## src/rtl/calc_sequencer.sv

```systemverilog
// calc_sequencer: in-order command sequencer for the 4-bit combinational calculator.
// Commands are queued in a small FIFO and popped one at a time. Illegal opcodes and
// divide/mod-by-zero are rejected before they reach the datapath. Legal operands are
// held on calc_* for CALC_LAT cycles, then calc_out is captured and returned over a
// valid/ready response port.
module calc_sequencer #(
  parameter int CALC_LAT   = 1,
  parameter int FIFO_DEPTH = 2
) (
  input  logic        clk,
  input  logic        rst_n,
  input  logic        cmd_valid,
  output logic        cmd_ready,
  input  logic [3:0]  cmd_a,
  input  logic [3:0]  cmd_b,
  input  logic [2:0]  cmd_oper,
  output logic        rsp_valid,
  input  logic        rsp_ready,
  output logic [7:0]  rsp_data,
  output logic [1:0]  rsp_err,
  output logic [3:0]  calc_a,
  output logic [3:0]  calc_b,
  output logic [2:0]  calc_oper,
  input  logic [7:0]  calc_out,
  output logic        busy,
  output logic [15:0] done_cnt
);

  localparam int AW = (FIFO_DEPTH > 1) ? $clog2(FIFO_DEPTH) : 1;
  localparam int CW = $clog2(CALC_LAT + 1);

  typedef struct packed {
    logic [3:0] a;
    logic [3:0] b;
    logic [2:0] oper;
  } cmd_t;

  typedef enum logic [1:0] {IDLE, CHECK, WAIT, RESP} state_t;

  cmd_t          mem [FIFO_DEPTH];
  logic [AW-1:0] wptr, rptr;
  logic [AW:0]   count;
  logic          push, pop, fifo_nempty;

  state_t        state;
  cmd_t          op;
  logic [CW-1:0] wcnt;

  assign fifo_nempty = (count != '0);
  assign cmd_ready   = (count != (AW+1)'(FIFO_DEPTH));
  assign push        = cmd_valid && cmd_ready;
  // The head is only consumed while the FSM is idle, which keeps responses in order.
  assign pop         = (state == IDLE) && fifo_nempty;
  assign busy        = (state != IDLE) || fifo_nempty;

  // FIFO storage: written on accept; contents need no reset since count gates reads.
  always_ff @(posedge clk) begin
    if (push) mem[wptr] <= '{a: cmd_a, b: cmd_b, oper: cmd_oper};
  end

  // FIFO pointers and occupancy; simultaneous push and pop leaves count unchanged.
  always_ff @(posedge clk or negedge rst_n) begin
    if (!rst_n) begin
      wptr  <= '0;
      rptr  <= '0;
      count <= '0;
    end else begin
      if (push) wptr <= (wptr == AW'(FIFO_DEPTH - 1)) ? '0 : wptr + 1'b1;
      if (pop)  rptr <= (rptr == AW'(FIFO_DEPTH - 1)) ? '0 : rptr + 1'b1;
      case ({push, pop})
        2'b10:   count <= count + 1'b1;
        2'b01:   count <= count - 1'b1;
        default: count <= count;
      endcase
    end
  end

  // Sequencing FSM with registered calculator drive, response and completion count.
  always_ff @(posedge clk or negedge rst_n) begin
    if (!rst_n) begin
      state     <= IDLE;
      op        <= '0;
      wcnt      <= '0;
      rsp_valid <= 1'b0;
      rsp_data  <= '0;
      rsp_err   <= '0;
      calc_a    <= '0;
      calc_b    <= '0;
      calc_oper <= '0;
      done_cnt  <= '0;
    end else begin
      case (state)
        IDLE: begin
          if (fifo_nempty) begin
            op    <= mem[rptr];
            state <= CHECK;
          end
        end
        CHECK: begin
          if (op.oper[2:1] == 2'b11) begin
            rsp_err   <= 2'b10;
            rsp_data  <= '0;
            rsp_valid <= 1'b1;
            state     <= RESP;
          end else if ((op.oper == 3'd3 || op.oper == 3'd4) && op.b == 4'd0) begin
            rsp_err   <= 2'b01;
            rsp_data  <= '0;
            rsp_valid <= 1'b1;
            state     <= RESP;
          end else begin
            calc_a    <= op.a;
            calc_b    <= op.b;
            calc_oper <= op.oper;
            wcnt      <= CW'(CALC_LAT);
            state     <= WAIT;
          end
        end
        WAIT: begin
          // Last settle cycle: calculator output has been stable for CALC_LAT cycles.
          if (wcnt == CW'(1)) begin
            rsp_data  <= calc_out;
            rsp_err   <= 2'b00;
            rsp_valid <= 1'b1;
            state     <= RESP;
          end else begin
            wcnt <= wcnt - CW'(1);
          end
        end
        RESP: begin
          if (rsp_ready) begin
            rsp_valid <= 1'b0;
            if (done_cnt != 16'hFFFF) done_cnt <= done_cnt + 16'd1;
            calc_a    <= '0;
            calc_b    <= '0;
            calc_oper <= '0;
            state     <= IDLE;
          end
        end
        default: state <= IDLE;
      endcase
    end
  end

endmodule

```

## config.mk

```make
export PLATFORM = sky130hd
export DESIGN_NAME = calc_sequencer
export DESIGN_NICKNAME = d
export VERILOG_FILES = /design/src/rtl/calc_sequencer.sv
export SDC_FILE = /design/constraint.sdc
export NUM_CORES = 1
export LEC_CHECK = 0
export ABC_CLOCK_PERIOD_IN_PS = 1700
export CAP_MARGIN = 20
export CORE_UTILIZATION = 55
export DETAILED_ROUTE_END_ITERATION = 6
export DONT_BUFFER_PORTS = 1
export PLACE_DENSITY_LB_ADDON = 0.05
export SLEW_MARGIN = 15
export SYNTH_ARGS = -nofsm -noshare
export SYNTH_HDL_FRONTEND = slang
export SYNTH_SLANG_ARGS = --single-unit
```

## constraint.sdc

```tcl
create_clock -name clk -period 1.7 [get_ports clk]
set_input_delay 0.425 -clock clk [delete_from_list [all_inputs] [get_ports clk]]
set_output_delay 0.425 -clock clk [all_outputs]
set_load 0.005 [all_outputs]
```

=== Yosys cells after proc, flatten, opt, wreduce, memory -nomap -nowiden ===
Memory sizes are Yosys's and may differ from the RTL's. A register that Yosys moved wholly into a read port is not among the register bits.
Index checks and enable logic that the tools add are counted.

* Reductions and logical operators: 21
* Equality and inequality tests: 16
* $add $sub $neg: 6
* Multiplexer cells: 39

{| class="wikitable"
|+ Operators by type and width
! operator !! number
|-
| two-way mux 8 bit || 3
|-
| two-way mux 4 bit || 5
|-
| adder 16 x 1 -> 16 bit, second input constant || 1
|-
| != test 16 bit, second input constant || 1
|-
| one-hot mux 4 bit (2 select lines) || 2
|-
| one-hot mux 8 bit (2 select lines) || 1
|-
| two-way mux 1 bit || 13
|-
| two-way mux 2 bit || 6
|-
| != test 2 bit, second input constant || 6
|-
| AND reduction 3 bit || 4
|-
| nonzero test 2 bit || 5
|-
| two-way mux 3 bit || 3
|-
| == test 2 bit, second input constant || 4
|-
| one-hot mux 2 bit (2 select lines) || 2
|-
| one-hot mux 2 bit (4 select lines) || 1
|-
| AND reduction 4 bit || 2
|-
| one-hot mux 3 bit (2 select lines) || 1
|-
| == test 2 x 1 -> 1 bit, second input constant || 2
|-
| logical NOT 4 bit || 1
|-
| == test 3 x 2 -> 1 bit, second input constant || 1
|-
| == test 3 bit, second input constant || 1
|-
| logical AND 1 bit || 3
|-
| != test 3 bit, second input constant || 1
|-
| one-hot mux 1 bit (3 select lines) || 1
|-
| other kinds (10) || 12
|}

* Memories: 1
* Bits in writable memories: 22
* Register bits after elaboration: 45
* Output and inout port bits: 40
* Word-level logic and storage cells: 95
* Bits of input ports: 23

{| class="wikitable"
|+ Memory list
! memory !! words !! width !! rd ports !! clocked after Yosys merged registers in !! wr ports !! line !! source
|-
| mem || 2 || 11 || 1 || 1 || 1 || 40 || <nowiki>cmd_t mem [FIFO_DEPTH];</nowiki>
|}

=== Logic depth before layout (Yosys ltp) ===
Gate-level depths: netlist (run 1).

* Word-level depth: 6
* Gate-level depth with buffers: 9
* Gate-level depth less buffers: 8

=== Least setup slack after synthesis (run 1) ===
No wires, ideal clock.

* Kind: flip-flop to flip-flop
* From: register state[1]
* To: register calc_a[0]
* Buffers on the path: 2
* Setup time: 0.125 ns
* Period minus slack after synthesis: 1.853 ns
* Arrival time: 1.729 ns
* Path slack: -0.153 ns
* Required time: 1.575 ns
* Stages on the path, launching flop included: 8
* Cells stage by stage: dfrtp_1 > inv_1 > ha_1 > clkbuf_1 > nor2_1 > a211oi_1 > buf_6 > mux2_2

* Longest elaborated chain between the ends: 3
* Elaborated cells between the ends (all ways): 8
* Those cells by class: eq/ne (5); mux (1); reduce/logical (2)

{| class="wikitable"
|+ RTL lines
! element !! line !! source
|-
| start, declared || 45 || <nowiki>state_t state;</nowiki>
|-
| start signal, assigned || 81 || <nowiki>state <= IDLE;</nowiki>
|-
| start signal, assigned || 96 || <nowiki>state <= CHECK;</nowiki>
|-
| start signal, assigned || 104 || <nowiki>state <= RESP;</nowiki>
|-
| == test 2 bit / == test 2 x 1 -> 1 bit (equally long branches) || 92 || <nowiki>case (state)</nowiki>
|-
| != test 2 bit (no source line) / nonzero test 2 bit (equally long branches) || - ||
|-
| AND reduction 4 bit (no source line) || - ||
|-
| end signal, assigned || 111 || <nowiki>calc_a <= op.a;</nowiki>
|-
| end, declared || 21 || <nowiki>output logic [3:0] calc_a,</nowiki>
|}

Several ways; a longest one is shown, not always the timed one.
A chain may end at the register's enable or synchronous reset.

=== Final worst setup path (run 1) ===
* From: register op[6] (netlist name)
* To: register rsp_err[0]

* Longest elaborated chain between the ends: 4

{| class="wikitable"
|+ RTL lines
! element !! line !! source
|-
| start, declared || 46 || <nowiki>cmd_t op;</nowiki>
|-
| start signal, assigned || 95 || <nowiki>op <= mem[rptr];</nowiki>
|-
| logical NOT 4 bit || 105 || <nowiki>end else if ((op.oper == 3'd3 || op.oper == 3'd4) && op.b == 4'd0) begin</nowiki>
|-
| logical AND 1 bit || 105 ||
|-
| != test 3 bit (no source line) || - ||
|-
| AND reduction 3 bit (no source line) || - ||
|-
| end signal, assigned || 101 || <nowiki>rsp_err <= 2'b10;</nowiki>
|-
| end signal, assigned || 106 || <nowiki>rsp_err <= 2'b01;</nowiki>
|-
| end signal, assigned || 122 || <nowiki>rsp_err <= 2'b00;</nowiki>
|-
| end, declared || 20 || <nowiki>output logic [1:0] rsp_err,</nowiki>
|}

No other way between the ends.

==> results of run 1 <==
## report_power, final
part / internal (mW) / switching (mW)
Combinational: 1.89 / 1.63
Sequential: 2.57 / 0.446
Clock: 0.625 / 0.663
## cells in the final DEF, fill, tap and decap left out, drive strengths merged, types with 2 or more instances in the layout
cell | Yosys | layout
a21oi | 10 | 10
inv | 7 | 8
xnor2 | 6 | 6
o21ai | 16 | 16
a211oi | 2 | 2
clkinv | 0 | 2
mux2i | 14 | 14
or4 | 2 | 2
ha | 6 | 6
buf | 3 | 59
nand4 | 3 | 3
mux2 | 13 | 13
a221o | 2 | 2
a22o | 2 | 2
and2 | 8 | 8
and3 | 2 | 2
a211o | 6 | 6
dfrtp | 56 | 56
xor2 | 13 | 13
nand3 | 14 | 14
clkbuf | 9 | 12
a21o | 2 | 2
nand2b | 3 | 3
edfxtp | 22 | 22
nor3 | 6 | 6
nor2 | 8 | 8
o22ai | 2 | 2
nor4 | 4 | 4
nand2 | 25 | 25
nor2b | 13 | 14
## layer usage
| layer | routed length, um | part of all wire |
|---|---|---|
| met1 | 2770 | 0.41 |
| met2 | 3530 | 0.52 |
| met3 | 333 | 0.049 |
| met4 | 114 | 0.017 |
| met5 | 0 | 0 |
## kinds of logic (layout without fill, tap and decap cells)
group                      count (synthesis)  after routing  share of synthesized area
xor gates and xnor gates                  19             19                     0.0476
buffers and inverters                     19             82                     0.0247
muxes                                     27             27                     0.0820
and+or+nand+nor                           89             90                      0.136
AOI/OAI and AO/OA                         48             48                     0.0977
adders and majority gates                  6              6                     0.0215
DFF                                       78             78                      0.590
## cell usage after synthesis
master / n / area, um2
o41ai_4: 1 / 27.5
a21oi_2: 1 / 8.76
nor4_1: 3 / 18.8
ha_1: 6 / 75.1
xor2_1: 13 / 114
and3_1: 2 / 12.5
o2bb2ai_1: 1 / 8.76
nand2b_1: 3 / 18.8
or4_4: 2 / 22.5
nand3_1: 14 / 70.1
clkbuf_1: 9 / 33.8
a21oi_1: 9 / 45.0
nor2_1: 8 / 30.0
a211oi_1: 2 / 15.0
nand4_1: 2 / 12.5
edfxtp_1: 22 / 661
nand4_2: 1 / 12.5
and2_4: 1 / 8.76
a22oi_1: 1 / 7.51
buf_6: 2 / 22.5
buf_1: 1 / 3.75
a2111oi_2: 1 / 15.0
mux2i_1: 14 / 140
a21o_1: 2 / 15.0
o2111ai_1: 1 / 8.76
nand2_1: 25 / 93.8
nor2b_1: 13 / 81.3
nor4_2: 1 / 12.5
a221o_1: 2 / 20.0
o21ai_1: 1 / 5.00
o21ai_0: 15 / 75.1
xnor2_1: 6 / 52.6
mux2_2: 8 / 90.1
a22o_1: 2 / 17.5
and2_1: 7 / 43.8
nor3_1: 6 / 30.0
a211o_1: 6 / 52.6
o22ai_1: 2 / 12.5
mux2_1: 5 / 56.3
inv_1: 7 / 26.3
o21bai_1: 1 / 7.51
and4_1: 1 / 8.76
dfrtp_1: 56 / 1400
## sequential cells by signal, indices dropped and copies added, names as in the netlist
register / flops
calc_a: 4
calc_b: 4
calc_oper: 3
count: 2
done_cnt: 16
mem: 22
op: 11
rptr: 1
rsp_data: 8
rsp_err: 2
rsp_valid: 1
state: 2
wcnt: 1
wptr: 1
## final cells by class
type                    instances  area (um2)
clock buffers                  12         156
repair buffers                 59         485
fillers                       417        1590
clock inverters                 4        30.0
inverters                       7        28.8
multi-input cells             190        1580
flip-flops and latches         78        2060
well taps                      75        93.8
## timing repair
item,in CTS,in global routing
cloned,0,1
setup endpoints to repair,27,33
setup buffers,4,4
resized for setup,22,32
pin swaps,9,15
endpoints found under the hold margin,56,56
## critical path, stage by stage (launching register included)
cell and delay (ns):
dfrtp_1 0.38, or4_4 0.57, a21oi_4 0.21, buf_6 0.14, mux2_4 0.29, a22o_1 0.19
## per-stage QoR
step | cells | worst slack [ns] | TNS, ns
3_5_place_dp | 401 | -0.352 | -5.83
6_report | 425 | -0.178 | -2.43
5_1_grt | 425 | -0.211 | -3.39
2_1_floorplan | 286 | -0.0953 | -1.03
4_1_cts | 421 | -0.175 | -2.14
3_3_place_gp | 401 | -0.300 | -4.95
## path summary, 6_finish.rpt
check	from	to	slack, ns	depth (start not counted)
setup / recovery	op[6]$_DFFE_PN0P_	rsp_err[0]$_DFFE_PN0P_	-0.18	5
hold / removal	rst_n	done_cnt[8]$_DFFE_PN0P_	-0.24	0
setup reg to reg	op[6]$_DFFE_PN0P_	rsp_err[0]$_DFFE_PN0P_	-0.18	5
hold reg to reg	op[7]$_DFFE_PN0P_	op[7]$_DFFE_PN0P_	0.48	2
max in group asynchronous	rst_n	rsp_data[1]$_DFFE_PN0P_	1.83	0
min in group clk	cmd_a[0]	mem[0][7]$_DFFE_PP_	0.17	0
==> impl_metrics.ini, run 1 <==
[run_status]
status = complete, but fails checks
violations = negative hold slack, negative setup slack

[placement]
gp_congestion = 0.747
place_area_mm2 = 0.00393
dp_hpwl_mm = 4.55
portBuffers = 0

[global_route]
gr-usage-all-layers = 0.205
gr-max-usage-layer = met2
gr-usage-met1 = 0.247
grt_max_degree = 57
grt_pass1_vias = 2141
gr-usage-met3 = 0.0489
grt_pass1_wl_mm = 10.0
overflow = 0
antenna_found_initial = 0
use_met2 = 0.346

[route]
via_count = 2364
ant_nets = 0
drc = 0
wl_per_cell_um = 15.9
via_per_inst = 5.56
firstDrtPassIters = 4
first_iter_violations = 80
drt_wl_total_mm = 6.74

[synth]
synth_seq_cells = 78
syn_area_per_cell_um2 = 12.2
syn_inst = 286
netlist_area_mm2 = 0.00349
yosys_warnings = 0
synth_nets = 315
synth_seq_area_share = 0.590
synth_cell_types = 43

[pwr]
p_per_area_mw_per_mm2 = 1760
p_leak_nw = 1.99
ir_worst_vdd_uv = 1000
finalPower_mw = 7.83

[critical_path]
criticalPathCategory = flip-flop to flip-flop
cp.required_ns = 1.94
cp-end-kind = flip-flop
crit_arrival_ns = 2.11
worst_setup_path_start_kind = flip-flop
path_max_fanout = 3

[flow_run]
drv_cap = 0

[sta]
setup_viol = 23
fin_crit_sh = 1.10
rsz0062_at_grt = yes
setup_slack_ns = -0.178
fmax_mhz = 532
fin_skew_ns = 0.00707
slew_violations = 0
tightest_slew_ns = 0.410
slew_headroom = 0.726
hold_viol = 56
holdWs_ns = -0.236
period_needed_ns = 1.88

[floorplanning]
row_count = 28
die_width_um = 81.7
die_area_mm2 = 0.00668
io_pins = 63
core_area_mm2 = 0.00603
initial_core_util = 0.580
die-height_um = 81.7

[hold_path]
hp-class = primary input to async pin

[final_layout]
area_delta_synth_final_pct = 27.0
layout-drive-gt1-share = 0.346
nets = 374
design_area_mm2 = 0.00444
utilization = 0.737
n_antenna_cell = 0

[clock_network]
clock_sinks = 78
clk_latency_ns = 0.35
cts_buffers = 9
clkTransAtPathRegs_ns = 0.08
clk_path_buf_depth = 2
cts_tree = built
cts_htree_levels = 3
root_buffer = clkbuf_8
Note: power is estimated with default switching activity, not from simulation.
==> run 2: changes to the inputs <==
--- a/config.mk
+++ b/config.mk
@@ -11,6 +11,7 @@
 export DETAILED_ROUTE_END_ITERATION = 6
 export DONT_BUFFER_PORTS = 1
 export PLACE_DENSITY_LB_ADDON = 0.05
+export SETUP_SLACK_MARGIN = 0.3
 export SLEW_MARGIN = 15
 export SYNTH_ARGS = -nofsm -noshare
 export SYNTH_HDL_FRONTEND = slang
==> impl_metrics.ini, run 2 (synthesis gave the netlist of run 1 again) <==
[flow_run]
drv_cap = 0

[critical_path]
worstReg2RegEnd = rsp_err[0]$_DFFE_PN0P_
critical_path.startpoint = op[5]$_DFFE_PN0P_
max_stage_delay_ns = 0.57
worst_setup_path_start_kind = flip-flop
cp-end-kind = flip-flop
path_cells = or4_4 -> a21oi_4 -> buf_6 -> mux2_4 -> a22o_1
path_max_fanout = 3
criticalPathCategory = flip-flop to flip-flop
cp_num_cells = 5
r2r_slack_ns = -0.13
rr_startpoint = op[5]$_DFFE_PN0P_
cp.required_ns = 1.94
slowest_stage = or4_4
r2r_cells = 5
path_buf_inv = 1
crit_arrival_ns = 2.07
cp_top_family = simple AND/OR/NAND/NOR gates

[floorplanning]
initial_core_util = 0.580
row_count = 28
die_area_mm2 = 0.00668
die_width_um = 81.7
io_pins = 63
die-height_um = 81.7
core_area_mm2 = 0.00603

[sta]
rsz0062_at_grt = yes
fin_crit_sh = 1.08
holdWs_ns = -0.240
slew_violations = 0
tightest_slew_ns = 0.386
fin_skew_ns = 0.0146
setup_viol = 28
fmax_mhz = 546
timing.setup.tns_ns = -1.66
period_needed_ns = 1.83
hold_viol = 56
setup_slack_ns = -0.130
slew_headroom = 0.740

[global_route]
antenna_found_initial = 0
grt_pass1_wl_mm = 11.2
gr-usage-all-layers = 0.229
grt_max_degree = 57
grt_pass1_vias = 2412
overflow = 0

[final_layout]
utilization = 0.835
n_antenna_cell = 0
largest_register = mem
reg.largest.list = mem (22), done_cnt (16), op (11)
largest_reg_flops = 22
layout-drive-gt1-share = 0.493
layout_commonest_cell = dfrtp_1
layout_common_cells = dfrtp_1, buf_4, buf_6
area.sequential_mm2 = 0.00207
nets = 397
area_delta_synth_final_pct = 43.9
fillers = 334
multiInputGateArea_mm2 = 0.00184

[pwr]
p_leak_nw = 2.28
p_seq_frac = 0.343
ir_worst_vdd_uv = 1380
p_sw_mw = 3.27
pwr-share-comb = 0.500
p_int_mw = 5.81
p_sw_frac = 0.360
pwr-share-clk = 0.157
p_per_area_mw_per_mm2 = 1800

[clock_network]
cts_buffers = 9
clk_path_buf_depth = 2
clock_sinks = 78
cts_tree = built
root_buffer = clkbuf_8
clk_latency_ns = 0.35
clkTransAtPathRegs_ns = 0.09
cts_htree_levels = 3

[route]
first_iter_violations = 99
via_per_inst = 5.81
firstDrtPassIters = 4
ant_nets = 0
drt_wl_total_mm = 8.58
wl_per_cell_um = 19.1
drc = 0
via_count = 2603

[run_status]
status = complete, but fails checks
violations = negative hold slack, negative setup slack

[placement]
portBuffers = 0
gp_congestion = 0.779
dp_hpwl_mm = 4.59

[hold_path]
hp-class = primary input to async pin
[run 2: cell types whose count changed in the layout (fill, tap and decap cells not counted), sizes merged]
cell    before  now
buf         59   80
inv          8   11
bufinv       0    1
clkbuf      12   11
clkinv       2    1
[run 2: layout make-up]
| type | instances | share of cell area |
|---|---|---|
| clock buffers | 9 | 0.0246 |
| clock inverters | 7 | 0.0154 |
| inverters | 7 | 0.00572 |
| multi-input cells | 190 | 0.366 |
| flip-flops and latches | 78 | 0.411 |
| well taps | 75 | 0.0187 |
| repair buffers | 82 | 0.158 |
[run 2: per-stage QoR]
stage	total power [mW]	setup slack, ns	cell area, um2	std cells
after floorplan	5.08	-0.0952	3640	286
after global placement	5.97	-0.130	4050	399
after detailed placement	6.08	-0.197	4050	399
after CTS	8.19	-0.109	4680	432
after global routing	9.56	-0.188	5030	448
final	9.08	-0.130	5030	448
[run 2: power by group through the flow]
stage	Clock (mW)	Sequential [mW]	Combinational (mW)
after floorplan	0	3.02	2.06
after global placement	0	3.06	2.92
after detailed placement	0	3.08	3.00
after CTS	1.44	3.06	3.69
after global routing	1.53	3.19	4.84
final	1.42	3.11	4.54
[run 2: per-layer routing]
layer	part of all wire	GRT usage	up-vias	wire (um)
met3	0.063	0.0611	27	540
li1	-	-	1193	-
met2	0.53	0.383	97	4510
met4	0.029	0.0860	0	246
met5	0	0	-	0
met1	0.38	0.284	1286	3280
[run 2: worst max-delay path by stage]
stage,slack [ns],to
final,-0.13,rsp_err[0]$_DFFE_PN0P_
after global routing,-0.19,rsp_valid$_DFFE_PN0P_
after detailed placement,-0.20,rsp_data[2]$_DFFE_PN0P_
after CTS,-0.11,rsp_err[0]$_DFFE_PN0P_
after global placement,-0.13,rsp_data[3]$_DFFE_PN0P_
after floorplan,-0.1,calc_a[1]$_DFFE_PN0P_
[run 2: repair_timing]
item                                    CTS  global route
buffers inserted                         16            13
endpoints found under the setup margin   59            70
gates cloned                              1             3
pin swaps                                24            32
hold endpoints to repair                 56            56
gates resized for setup                  61            56
[run 2: worst register-to-register path: stages (launching register included)]
cell and delay, ns:
dfrtp_1 0.39, or4_4 0.57, a21oi_4 0.18, buf_6 0.14
mux2_4 0.29, a22o_1 0.17
==> run 3: changes to the inputs <==
--- a/config.mk
+++ b/config.mk
@@ -5,13 +5,14 @@
 export SDC_FILE = /design/constraint.sdc
 export NUM_CORES = 1
 export LEC_CHECK = 0
-export ABC_CLOCK_PERIOD_IN_PS = 1700
+export ABC_CLOCK_PERIOD_IN_PS = 2200
 export CAP_MARGIN = 20
 export CORE_UTILIZATION = 55
 export DETAILED_ROUTE_END_ITERATION = 6
 export DONT_BUFFER_PORTS = 1
 export PLACE_DENSITY_LB_ADDON = 0.05
 export SETUP_SLACK_MARGIN = 0.3
+export SKIP_LAST_GASP = 1
 export SLEW_MARGIN = 15
 export SYNTH_ARGS = -nofsm -noshare
 export SYNTH_HDL_FRONTEND = slang
==> constraint.sdc (replaced) <==
create_clock -name clk -period 2.2 [get_ports clk]
set_input_delay 0.55 -clock clk [delete_from_list [all_inputs] [get_ports clk]]
set_output_delay 0.55 -clock clk [all_outputs]
set_load 0.005 [all_outputs]
==> impl_metrics.ini, run 3 (synthesis gave the netlist of run 1 again) <==
[run_status]
status = complete, no violations

[final_layout]
reg.largest.list = mem (22), done_cnt (16), op (11)
n_antenna_cell = 0
layout_commonest_cell = dfrtp_1
nets = 332
final_cell_count_no_fill = 383
layout_common_cells = dfrtp_1, nand2_1, edfxtp_1
area_delta_synth_final_pct = 17.0
fillers = 451
largest_reg_flops = 22
largest_register = mem
layout-drive-gt1-share = 0.205

[placement]
gp_congestion = 0.768
dp_hpwl_mm = 4.23
dpl.cell_count = 359
portBuffers = 0

[global_route]
grt_max_degree = 57
grt_pass1_vias = 2063
overflow = 0
gr-usage-all-layers = 0.199
antenna_found_initial = 0
grt_pass1_wl_mm = 9.79

[clock_network]
clkTransAtPathRegs_ns = 0.08
clk_path_buf_depth = 2
root_buffer = clkbuf_8
cts_htree_levels = 3
cts_buffers = 9
clk_latency_ns = 0.34
cts_tree = built
clock_sinks = 78

[floorplanning]
core_area_mm2 = 0.00603
initial_core_util = 0.580
row_count = 28
die_width_um = 81.7
die-height_um = 81.7
io_pins = 63
die_area_mm2 = 0.00668

[route]
first_iter_violations = 105
drt_wl_total_mm = 6.52
ant_nets = 0
firstDrtPassIters = 4
top_layer = met4
routed-wl-met3_um = 301
drc = 0
wl_per_cell_um = 17.0
via_count = 2184
wl_met2_mm = 3.29
wl_met1_mm = 2.87
via_per_inst = 5.70

[flow_run]
drv_cap = 0

[pwr]
p_int_mw = 4.03
pwr-share-clk = 0.235
p_sw_frac = 0.329
p_seq_frac = 0.404
pwr-share-comb = 0.361
ir_worst_vdd_uv = 835
p_per_area_mw_per_mm2 = 1470
p_sw_mw = 1.98
finalPower_mw = 6.01
p_leak_nw = 1.81

[critical_path]
path_max_fanout = 5
criticalPathCategory = flip-flop to flip-flop
cp-end-kind = flip-flop
cp.required_ns = 2.43
rr_startpoint = op[1]$_DFFE_PN0P_
crit_arrival_ns = 2.13
worst_setup_path_start_kind = flip-flop
critical_path.startpoint = op[1]$_DFFE_PN0P_
r2r_slack_ns = 0.29

[hold_path]
hp-class = primary input to async pin

[sta]
fin_skew_ns = 0.00679
timing.setup.tns_ns = 0
rsz0062_at_grt = yes
fin_crit_sh = 0.866
holdWs_ns = 0.0686
slew_violations = 0
fmax_mhz = 525
period_needed_ns = 1.91
hold_viol = 0
tightest_slew_ns = 0.684
setup_viol = 0
slew_headroom = 0.543
run 3: area by class of cell:
cell class | count | area (um2) | share of cell area
sequential | 78 | 2060 | 0.505
multi-input combinational | 189 | 1450 | 0.354
clock inverter | 6 | 133 | 0.0324
inverter | 7 | 26.3 | 0.00643
timing repair buffer | 18 | 189 | 0.0462
tap | 75 | 93.8 | 0.0230
clock buffer | 10 | 138 | 0.0337
run 3: routing by layer:
metal	track usage	vias up
met5	0	-
met3	0.0489	6
met1	0.252	1084
li1	-	1052
met2	0.328	42
met4	0.0789	0
run 3: final timing paths:
check,end,depth (start not counted)
worst max register to register,calc_oper[1]$_DFFE_PN0P_,5
worst min-delay path,rsp_data[7]$_DFFE_PN0P_,1
worst min register to register,op[7]$_DFFE_PN0P_,2
min in group clk,mem[1][3]$_DFFE_PP_,0
max in group asynchronous,done_cnt[3]$_DFFE_PN0P_,1
worst max-delay path,calc_oper[1]$_DFFE_PN0P_,5
run 3: power by group through the flow:
stage / sequential (mW) / combinational [mW] / clock [mW]
final: 2.43 / 2.17 / 1.41
after global routing: 2.49 / 2.37 / 1.50
after CTS: 2.43 / 1.81 / 1.44
after detailed placement: 2.46 / 1.72 / 0
after global placement: 2.44 / 1.68 / 0
after floorplan: 2.29 / 1.45 / 0
run 3: what timing repair did:
action / CTS / global route
endpoints found under the hold margin: 56 / 0
cloned: 0 / 1
pin swaps: 1 / 5
setup endpoints to repair: 22 / 29
hold buffers: 1 / 0
resized for setup: 2 / 18
buffers inserted: 2 / 4
run 3: metrics by stage:
stage                     worst slack [ns]  cell area (um2)  utilization
after floorplan                      0.347             3490            -
after global placement               0.134             3610        0.599
after detailed placement             0.138             3610        0.599
after CTS                            0.251             3930        0.653
after global routing                 0.189             4090        0.678
final                                0.294             4090        0.678
run 3: worst max-delay path: stages, from the launching register on:
cell and delay (ns):
dfrtp_1 0.43, mux2i_1 0.36, a21oi_4 0.09, a211oi_4 0.38, clkbuf_16 0.21, mux2_2 0.32
